`src/rtl/mem_port_arbiter.sv`:
```
// mem_port_arbiter
// ----------------
// Shares one single-port unified memory between the fetch stage (instruction
// reads) and the memory stage (data loads/stores) of the 5-stage pipeline.
// Data accesses normally win a tie. A saturating starvation counter hands the
// next tie to fetch after STARVE_MAX consecutive fetch losses. Each access is
// carried over a req/ack handshake to the memory. Completion is reported to
// the owner with a one-cycle ready pulse and registered read data.
//
// Ports
//   clk, reset                      clock, synchronous active-high reset
//   i_req, i_addr                   fetch request (held until i_ready)
//   i_rdata, i_ready                fetched word + one-cycle completion pulse
//   d_req, d_we, d_addr, d_wdata    data request (held until d_ready)
//   d_rdata, d_ready                load data + one-cycle completion pulse
//   stall_fetch, stall_mem          combinational stalls for hazard logic
//   mem_req, mem_we, mem_addr,      registered memory request, held stable
//   mem_wdata                       until mem_ack
//   mem_rdata, mem_ack              memory read data + one-cycle ack
module mem_port_arbiter #(
    parameter int WORD       = 32,
    parameter int ADDR_W     = 32,
    parameter int STARVE_MAX = 4
) (
    input  logic              clk,
    input  logic              reset,
    input  logic              i_req,
    input  logic [ADDR_W-1:0] i_addr,
    output logic [WORD-1:0]   i_rdata,
    output logic              i_ready,
    input  logic              d_req,
    input  logic              d_we,
    input  logic [ADDR_W-1:0] d_addr,
    input  logic [WORD-1:0]   d_wdata,
    output logic [WORD-1:0]   d_rdata,
    output logic              d_ready,
    output logic              stall_fetch,
    output logic              stall_mem,
    output logic              mem_req,
    output logic              mem_we,
    output logic [ADDR_W-1:0] mem_addr,
    output logic [WORD-1:0]   mem_wdata,
    input  logic [WORD-1:0]   mem_rdata,
    input  logic              mem_ack
);

    typedef enum logic [1:0] {
        IDLE,
        ACC_I,
        ACC_D,
        DONE
    } state_t;

    localparam logic [3:0] STARVE_LIM = 4'(STARVE_MAX);
    localparam logic [3:0] STARVE_SAT = 4'hF;

    state_t              state;
    state_t              stateNext;
    logic [3:0]          starveCnt;
    logic [3:0]          starveCntNext;
    logic                memReqNext;
    logic                memWeNext;
    logic [ADDR_W-1:0]   memAddrNext;
    logic [WORD-1:0]     memWdataNext;
    logic [WORD-1:0]     iRdataNext;
    logic [WORD-1:0]     dRdataNext;
    logic                iReadyNext;
    logic                dReadyNext;
    logic                grantData;
    logic                grantFetch;

    // Stalls are combinational so the hazard logic sees the release in the
    // same cycle as the ready pulse.
    assign stall_fetch = i_req & ~i_ready;
    assign stall_mem   = d_req & ~d_ready;

    // Tie-break: data wins unless fetch has lost STARVE_MAX ties in a row.
    // Only consulted in IDLE.
    always_comb begin
        grantData  = d_req && !(i_req && (starveCnt >= STARVE_LIM));
        grantFetch = i_req && !grantData;
    end

    always_comb begin
        stateNext     = state;
        starveCntNext = starveCnt;
        memReqNext    = mem_req;
        memWeNext     = mem_we;
        memAddrNext   = mem_addr;
        memWdataNext  = mem_wdata;
        iRdataNext    = i_rdata;
        dRdataNext    = d_rdata;
        iReadyNext    = 1'b0;
        dReadyNext    = 1'b0;

        case (state)
            IDLE: begin
                if (grantData) begin
                    stateNext    = ACC_D;
                    memReqNext   = 1'b1;
                    memWeNext    = d_we;
                    memAddrNext  = d_addr;
                    memWdataNext = d_wdata;
                    // A tie lost by fetch counts toward starvation.
                    if (i_req && (starveCnt != STARVE_SAT)) begin
                        starveCntNext = starveCnt + 4'd1;
                    end
                end else if (grantFetch) begin
                    stateNext     = ACC_I;
                    memReqNext    = 1'b1;
                    memWeNext     = 1'b0;
                    memAddrNext   = i_addr;
                    memWdataNext  = '0;
                    starveCntNext = 4'd0;
                end
            end
            // Requester inputs are ignored here; the latched mem_* values
            // stay stable until the memory acknowledges.
            ACC_I: begin
                if (mem_ack) begin
                    stateNext  = DONE;
                    memReqNext = 1'b0;
                    iRdataNext = mem_rdata;
                    iReadyNext = 1'b1;
                end
            end
            ACC_D: begin
                if (mem_ack) begin
                    stateNext  = DONE;
                    memReqNext = 1'b0;
                    dRdataNext = mem_rdata;
                    dReadyNext = 1'b1;
                end
            end
            // One cycle for the ready pulse; no arbitration, ack ignored.
            DONE: begin
                stateNext = IDLE;
            end
            default: begin
                stateNext = IDLE;
            end
        endcase
    end

    // Register stage: every output except the stalls leaves from here.
    always_ff @(posedge clk) begin
        if (reset) begin
            state     <= IDLE;
            starveCnt <= 4'd0;
            mem_req   <= 1'b0;
            mem_we    <= 1'b0;
            mem_addr  <= '0;
            mem_wdata <= '0;
            i_rdata   <= '0;
            d_rdata   <= '0;
            i_ready   <= 1'b0;
            d_ready   <= 1'b0;
        end else begin
            state     <= stateNext;
            starveCnt <= starveCntNext;
            mem_req   <= memReqNext;
            mem_we    <= memWeNext;
            mem_addr  <= memAddrNext;
            mem_wdata <= memWdataNext;
            i_rdata   <= iRdataNext;
            d_rdata   <= dRdataNext;
            i_ready   <= iReadyNext;
            d_ready   <= dReadyNext;
        end
    end

endmodule
```
`config.mk`:
```
export PLATFORM = sky130hd
export DESIGN_NAME = mem_port_arbiter
export DESIGN_NICKNAME = d
export VERILOG_FILES = /design/src/rtl/mem_port_arbiter.sv
export SDC_FILE = /design/constraint.sdc
export NUM_CORES = 1
export LEC_CHECK = 0
export ABC_AREA = 1
export CORE_MARGIN = 2
export CORE_UTILIZATION = 44
export DETAILED_ROUTE_END_ITERATION = 10
export PLACE_DENSITY_LB_ADDON = 0.05
export SKIP_CTS_REPAIR_TIMING = 1
export SLEW_MARGIN = 20
export SYNTH_ARGS = -nofsm -noshare
export SYNTH_HDL_FRONTEND = slang
export SYNTH_SLANG_ARGS = --single-unit
```
`constraint.sdc`:
```
create_clock -name clk -period 3.1 [get_ports clk]
set_input_delay 0.31 -clock clk [delete_from_list [all_inputs] [get_ports clk]]
set_output_delay 0.31 -clock clk [all_outputs]
set_load 0.005 [all_outputs]
```
=== Yosys cells after proc, flatten, opt, wreduce, memory -nomap -nowiden ===
Cells that the tools add are included.

* Flip-flop bits (word level): 138
* Bits of input ports: 134
* Output and inout port bits: 134

* $add $sub $neg: 1
* Order comparisons: 1
* Eq/ne operators: 7
* Multiplexer cells: 18
* Bitwise logic cells: 6
* Reductions and logical operators: 18

{| class="wikitable"
|+ Operators with widths
! kind !! number
|-
| two-way mux 32 bit || 4
|-
| two-way mux 4 bit || 3
|-
| AND reduction 2 bit || 4
|-
| two-way mux 1 bit || 6
|-
| two-way mux 2 bit || 3
|-
| one-hot mux 2 bit (3 select lines) || 1
|-
| AND reduction 3 bit || 2
|-
| OR reduction 2 bit || 3
|-
| adder 4 x 1 -> 4 bit (second input constant) || 1
|-
| == test 2 bit (second input constant) || 2
|-
| >= comparator 4 x 3 -> 1 bit (second input constant) || 1
|-
| logical AND 1 bit || 4
|-
| inequality test 2 x 1 -> 1 bit (second input constant) || 2
|-
| inequality test 4 bit (second input constant) || 1
|-
| NOT 1 bit || 4
|-
| nonzero test 2 bit || 2
|-
| inequality test 3 bit (second input constant) || 1
|-
| bitwise AND 1 bit || 2
|-
| == test 2 x 1 -> 1 bit (second input constant) || 1
|-
| zero test 1 bit || 2
|-
| zero test 2 bit || 1
|-
| one-hot mux 1 bit (2 select lines) || 1
|}

=== Logic depth before layout (Yosys ltp) ===
Gate-level depths: netlist of run 1.

* Word-level depth: 9
* Gate-level depth with buffers: 9
* Mapped depth without buffers: 7

=== Least setup slack after synthesis of run 1 ===
OpenSTA, ideal clock, no wires.

* Path kind: reg2reg
* Start point: reg state[0]
* End point: reg mem_addr[18]
* Library setup time: 109 ps
* Data arrival time: 1,268 ps
* Data required time: 2,991 ps
* Setup slack: 1,723 ps
* Stages on the path, launching flop included: 10
* Buffers on the path: 2
* Path through: dfxtp_1 -> inv_1 -> ha_1 -> o21a_2 -> buf_6 -> buf_6 -> nor2_1 -> nor2_1 -> nand2_1 -> inv_1

* Cells in the longest elaborated chain, start to end: 2

{| class="wikitable"
|+ RTL lines
! element !! RTL line !! text
|-
| from (decl) || 57 || <nowiki>state_t state;</nowiki>
|-
| from (signal assigned) || 159 || <nowiki>state <= stateNext;</nowiki>
|-
| zero test 2 bit || 96 || <nowiki>case (state)</nowiki>
|-
| AND reduction 2 bit (no source line) || - ||
|-
| to (signal assigned) || 163 || <nowiki>mem_addr <= memAddrNext;</nowiki>
|-
| to (decl) || 41 || <nowiki>output logic [ADDR_W-1:0] mem_addr,</nowiki>
|}

Every way passes these cells.
A chain may end at the register's enable or synchronous reset.

=== Worst setup path in the final report of run 1 ===
* Start point: reg state[0]
* End point: reg d_rdata[30]

* Cells in the longest elaborated chain, start to end: 2

{| class="wikitable"
|+ RTL lines
! element !! RTL line !! text
|-
| == test 2 bit || 96 ||
|-
| AND reduction 2 bit (no source line) || - ||
|-
| to (signal assigned) || 166 || <nowiki>d_rdata <= dRdataNext;</nowiki>
|-
| to (decl) || 35 || <nowiki>output logic [WORD-1:0] d_rdata,</nowiki>
|}

Every way passes these cells.

==> results.py, run 1 <==
metrics = {
    "pwr": {
        "peakVddDrop_uv": 512,
        "p_leak_nw": 3.70,
        "power.density_nw_per_um2": 781,
    },
    "clocking": {
        "cts_tree": "yes",
        "cts.clk_slew.worst_paths_ns": 0.06,
        "clkSinkCount": 138,
        "cts_buffers": 17,
        "cts_root_buffer": "clkbuf_16",
        "htreeDepth": 4,
        "clockBufferDepth": 2,
        "clk_latency_ns": 0.41,
    },
    "setup_path": {
        "worstPathArrival_ns": 2.33,
        "cp_slowest_cell": "clkinv_1",
        "max_stage_delay_ns": 0.76,
        "r2r_start": "state[0]",
        "worstPathRequired_ns": 3.39,
        "critPathMaxFanout": 32,
        "r2r_slack_ns": 1.06,
        "criticalPathCategory": "reg -> reg",
        "path_delay_family": "buffers and inverters",
        "r2r-end": "d_rdata[30]",
        "path_common_cell": "nor2_1",
        "worstSetupStartpointType": "register",
        "cp_cell_sequence": "inv_1 -> ha_1 -> nand2_1 -> clkinv_1 -> nor2_1 -> nor2_1",
        "crit_path_end_kind": "register",
        "r2r_cells": 6,
        "path_buf_inv": 2,
    },
    "sta": {
        "skew_ns": 0.00879,
        "hold_viol": 0,
        "slew_headroom_pct": 34.3,
        "rsz0062_at_grt": "false",
        "tightest_slew_ns": 0.979,
        "hold_ws_ns": 0.452,
        "slew_viol_final": 0,
        "final.min_clock_period_ns": 2.04,
        "period_share_pct": 65.7,
        "setup_viol": 0,
        "max_clock_freq_ghz": 0.491,
        "fin_setup_tns_ns": 0,
    },
    "drt": {
        "drcViolationCount": 0,
        "dr.pass1.iters": 5,
        "avgRoutedWirePerCell_microns": 13.4,
        "drtIter0Drc": 403,
        "dr.max_layer_used": "met4",
        "drtAntennaViolNets": 0,
        "met2_wirelength_mm": 7.55,
        "vias": 5624,
        "drt-total-wl_mm": 15.9,
        "via_per_inst": 4.74,
        "wl_met1_mm": 6.55,
        "dr_wl_met3_mm": 1.32,
    },
    "floorplanning": {
        "initial_core_util_pct": 45.5,
        "core_area_sq_um": 12200,
        "boundaryPins": 268,
        "die-width_microns": 116,
        "die-area_sq_um": 13500,
        "dieHeight_microns": 116,
        "rows": 40,
    },
    "final_layout": {
        "drive_gt1_share_pct": 4.42,
        "num_antenna_cells": 0,
        "syn_to_final_growth_pct": 59.7,
        "nets": 1145,
    },
    "synth": {
        "ys_seq_area_share_pct": 50.0,
        "yosysUniqueCellTypes": 21,
        "netlist_area_sq_um": 5530,
        "avgSynthCellArea_sq_um": 7.23,
        "yosys_register_bits": 138,
        "synth-main-ff-cell": "dfxtp_1",
        "synth-edff-count": 0,
        "yosys-top-cells-area": "dfxtp_1 (50%), nor2_1 (14%), o21ai_0 (8.5%)",
        "yosys.area.top_type": "dfxtp_1",
        "yosysWarnings": 0,
        "yosysTopAreaCellShare_pct": 50.0,
        "async_reset_ff_share_pct": 0,
        "syn-num-nets": 904,
        "yosysMostFrequentCell": "nor2_1",
        "synthCells": 765,
        "ys_top_cells_by_count": "nor2_1 (202), dfxtp_1 (138), nand2_1 (113)",
    },
    "grt": {
        "grt_remaining_overflow": 0,
        "grt.total_usage_pct": 23.5,
        "first_global_vias": 5090,
        "grt_first_pass_wirelength_mm": 24.8,
        "grt_max_degree": 102,
        "antenna_found_initial": 0,
    },
    "min_path": {
        "min_to": "mem_wdata[4]",
        "hold_path.startpoint": "d_wdata[4]",
        "worstHoldPathType": "in -> reg",
        "hold_depth": 3,
    },
    "placement": {
        "hpwl_mm": 10.8,
        "io_buffers": 267,
        "finalWeightedCongestion": 0.783,
    },
    "status": {
        "status": "complete, no violations",
    },
    "job": {
        "drv_cap": 0,
    },
}
[kinds of logic (layout without fill, tap and decap cells)]
logic type                 after synthesis  after routing  share of synthesized area, %
AOI/OAI and AO/OA                      140            140                          13.0
adders and majority gates                5              5                          1.13
buffers and inverters                   98            351                          8.08
DFF                                    138            138                          50.0
and+or+nand+nor                        384            384                          27.8
[stage by stage]
stage               std cells  total power [W]  utilization, %  area, sq um  setup slack [ns]
finish                   1186          0.00690            72.6         8830              1.06
global route             1186          0.00736            72.6         8830             0.801
CTS                      1186          0.00696            72.6         8830              1.11
detailed placement       1155          0.00489            67.7         8230             0.901
global placement         1155          0.00485            67.7         8230             0.929
floorplan                 765          0.00367               -         5530              1.72
[worst max path at each step]
stage / cells after the start / to / slack [ns] / startpoint
5_1_grt: 6 / d_rdata[8] / 0.80 / state[0]
2_1_floorplan: 9 / mem_addr[18] / 1.72 / state[0]
3_5_place_dp: 5 / mem_wdata[20] / 0.90 / i_req
6_report: 6 / d_rdata[30] / 1.06 / state[0]
3_3_place_gp: 6 / mem_wdata[0] / 0.93 / i_req
4_1_cts: 5 / mem_wdata[0] / 1.11 / starveCnt[3]
[worst min-delay path, cell delays in order]
cell and delay [ns]:
clkdlybuf4s50_1 0.39, nand2_1 0.06, a21oi_1 0.05
[state kept, by name, indices dropped and copies added, names as in the netlist]
name	flops
d_rdata	32
i_rdata	32
mem_addr	32
mem_wdata	32
starveCnt	4
state	2
d_ready	1
i_ready	1
mem_req	1
mem_we	1
[cells in the final DEF, fill, tap and decap left out]
master,instances
inv_1,40
o21ai_1,6
o21bai_1,1
clkbuf_8,2
buf_12,2
inv_2,3
clkdlybuf4s50_1,267
clkbuf_16,17
o21ai_0,94
nand2_1,113
ha_1,5
clkinv_2,2
nor3b_1,1
bufinv_16,3
nand2_4,1
a21o_1,1
buf_4,7
clkinv_1,1
nand3_1,67
clkbuf_1,1
a21oi_1,36
nor2_1,202
dfxtp_1,138
clkinv_4,1
o21ai_4,1
o21a_4,1
clkinvlp_4,5
[routing by layer]
metal | GRT usage, % | vias up
met2 | 39.3 | 198
met3 | 8.04 | 37
met4 | 11.3 | 0
met1 | 27.0 | 2468
met5 | 0 | -
li1 | - | 2921
[cell type report]
cell class | count | area, sq um
clock buffer | 20 | 457
clock inverter | 11 | 146
tap | 168 | 210
timing repair buffer | 276 | 2770
multi-input combinational | 529 | 2330
fill | 1009 | 3330
sequential | 138 | 2760
inverter | 44 | 165
[power by group]
group,internal [W],switching (W),leakage (nW),total [W]
clock network,0.00130,0.000747,0.280,0.00205
logic,0.00128,0.00112,2.29,0.00240
registers,0.00223,0.000224,1.13,0.00245
(Power assumes the default switching activity.)
==> run 2: changes to the inputs <==
--- a/config.mk
+++ b/config.mk
@@ -7,7 +7,7 @@
 export LEC_CHECK = 0
 export ABC_AREA = 1
 export CORE_MARGIN = 2
-export CORE_UTILIZATION = 44
+export CORE_UTILIZATION = 37
 export DETAILED_ROUTE_END_ITERATION = 10
 export PLACE_DENSITY_LB_ADDON = 0.05
 export SKIP_CTS_REPAIR_TIMING = 1
==> constraint.sdc (replaced) <==
create_clock -name clk -period 1.75 [get_ports clk]
set_input_delay 0.175 -clock clk [delete_from_list [all_inputs] [get_ports clk]]
set_output_delay 0.175 -clock clk [all_outputs]
set_load 0.005 [all_outputs]
==> results.py, run 2 (synthesized netlist as in run 1, its figures left out) <==
metrics = {
    "status": {
        "status": "complete, no violations",
    },
    "drt": {
        "drt-total-wl_mm": 16.2,
        "drcViolationCount": 0,
        "via_per_inst": 4.60,
        "avgRoutedWirePerCell_microns": 13.3,
        "vias": 5602,
        "drtIter0Drc": 280,
        "drtAntennaViolNets": 0,
        "dr.pass1.iters": 4,
    },
    "clocking": {
        "cts_tree": "yes",
        "clk_latency_ns": 0.41,
        "htreeDepth": 4,
        "cts_root_buffer": "clkbuf_16",
        "cts_buffers": 17,
        "clkSinkCount": 138,
        "clockBufferDepth": 2,
        "cts.clk_slew.worst_paths_ns": 0.06,
    },
    "sta": {
        "hold_viol": 0,
        "fin_ws_ns": 0.131,
        "slew_viol_final": 0,
        "tightest_slew_ns": 0.295,
        "fin_setup_tns_ns": 0,
        "rsz0062_at_grt": "false",
        "period_share_pct": 92.5,
        "skew_ns": 0.00871,
        "max_clock_freq_ghz": 0.618,
        "final.min_clock_period_ns": 1.62,
        "setup_viol": 0,
        "slew_headroom_pct": 80.3,
    },
    "job": {
        "drv_cap": 0,
    },
    "setup_path": {
        "r2r-end": "mem_wdata[19]",
        "critPathLaunch": "d_req",
        "worstPathArrival_ns": 1.44,
        "worstSetupEndpoint": "stall_mem",
        "critPathMaxFanout": 4,
        "criticalPathCategory": "in -> out",
        "worstSetupStartpointType": "primary input",
        "r2r_slack_ns": 0.27,
        "r2r_start": "state[0]",
        "worstPathRequired_ns": 1.57,
        "crit_path_end_kind": "primary output",
        "r2r_cells": 6,
    },
    "grt": {
        "grt_first_pass_wirelength_mm": 25.7,
        "grt_max_degree": 67,
        "antenna_found_initial": 1,
        "grt.total_usage_pct": 20.1,
        "grt_remaining_overflow": 0,
        "first_global_vias": 5111,
    },
    "pwr": {
        "power.density_nw_per_um2": 1350,
        "p_leak_nw": 3.80,
        "peakVddDrop_uv": 667,
    },
    "placement": {
        "io_buffers": 267,
        "hpwl_mm": 11.3,
        "placedInstanceArea_sq_um": 8440,
        "finalWeightedCongestion": 0.733,
        "dp_slack_ns": 0.150,
        "dp_cells": 1186,
    },
    "final_layout": {
        "postLayoutCellArea_sq_um": 9000,
        "drive_gt1_share_pct": 5.71,
        "num_antenna_cells": 0,
        "instances_no_fill": 1217,
        "syn_to_final_growth_pct": 62.8,
        "nets": 1160,
        "final_common_cell": "clkdlybuf4s50_1",
        "fill_cells": 1404,
        "layout_common_cells": "clkdlybuf4s50_1 (267), nor2_1 (202), dfxtp_1 (138)",
    },
    "min_path": {
        "worstHoldPathType": "in -> reg",
        "hold_path.startpoint": "d_wdata[5]",
    },
    "floorplanning": {
        "core_area_sq_um": 14600,
        "die-width_microns": 126,
        "rows": 44,
        "initial_core_util_pct": 37.9,
        "boundaryPins": 268,
        "die-area_sq_um": 15900,
        "dieHeight_microns": 126,
    },
}
## run 2: cell count changes in the layout (fill, tap and decap cells not counted), sizes merged
cell / change
buf: +15
clkbuf: +4
clkinvlp: -3
bufinv: -2
inv: +1
## run 2: layer usage
layer / vias up / routed length, microns / global-route usage (%)
met5: - / 11 / 0
met4: 2 / 159 / 5.24
met3: 18 / 1330 / 8.37
met2: 164 / 7480 / 32.4
met1: 2476 / 7180 / 24.8
li1: 2942 / - / -
## run 2: per-stage QoR
| stage | power [W] | utilization [%] | hold WS, ns |
|---|---|---|---|
| 2_1_floorplan | 0.00650 | - | 0.315 |
| 3_3_place_gp | 0.00882 | 57.8 | 0.460 |
| 3_5_place_dp | 0.00884 | 57.8 | 0.470 |
| 4_1_cts | 0.0123 | 61.7 | 0.292 |
| 5_1_grt | 0.0130 | 61.7 | 0.304 |
| 6_report | 0.0122 | 61.7 | 0.308 |
## run 2: cell type report
| cell class | count | area [sq um] | share of cell area, % |
|---|---|---|---|
| Sequential cell | 138 | 2760 | 30.7 |
| Clock inverter | 7 | 65.1 | 0.723 |
| Tap cell | 184 | 230 | 2.56 |
| Multi-Input combinational cell | 529 | 2330 | 25.8 |
| Timing Repair Buffer | 291 | 2950 | 32.8 |
| Clock buffer | 24 | 502 | 5.57 |
| Inverter | 44 | 165 | 1.83 |
## run 2: worst max-delay path, cell delays in order
cell and delay (ns):
clkdlybuf4s50_1 0.57, inv_2 0.08, nor2_1 0.09, clkdlybuf4s50_1 0.53
## run 2: power by group
part / internal [W] / switching, W
Combinational: 0.00241 / 0.00201
Sequential: 0.00394 / 0.000384
Clock: 0.00212 / 0.00128
Total: 0.00848 / 0.00367
## run 2: worst min-delay path by stage
| stage | to | slack [ns] | cells past startpoint |
|---|---|---|---|
| final | mem_wdata[5] | 0.31 | 3 |
| after CTS | mem_wdata[5] | 0.29 | 3 |
| after global placement | d_rdata[12] | 0.46 | 2 |
| after detailed placement | i_rdata[7] | 0.47 | 2 |
| after floorplan | mem_wdata[31] | 0.32 | 2 |
| after global routing | mem_wdata[8] | 0.30 | 3 |
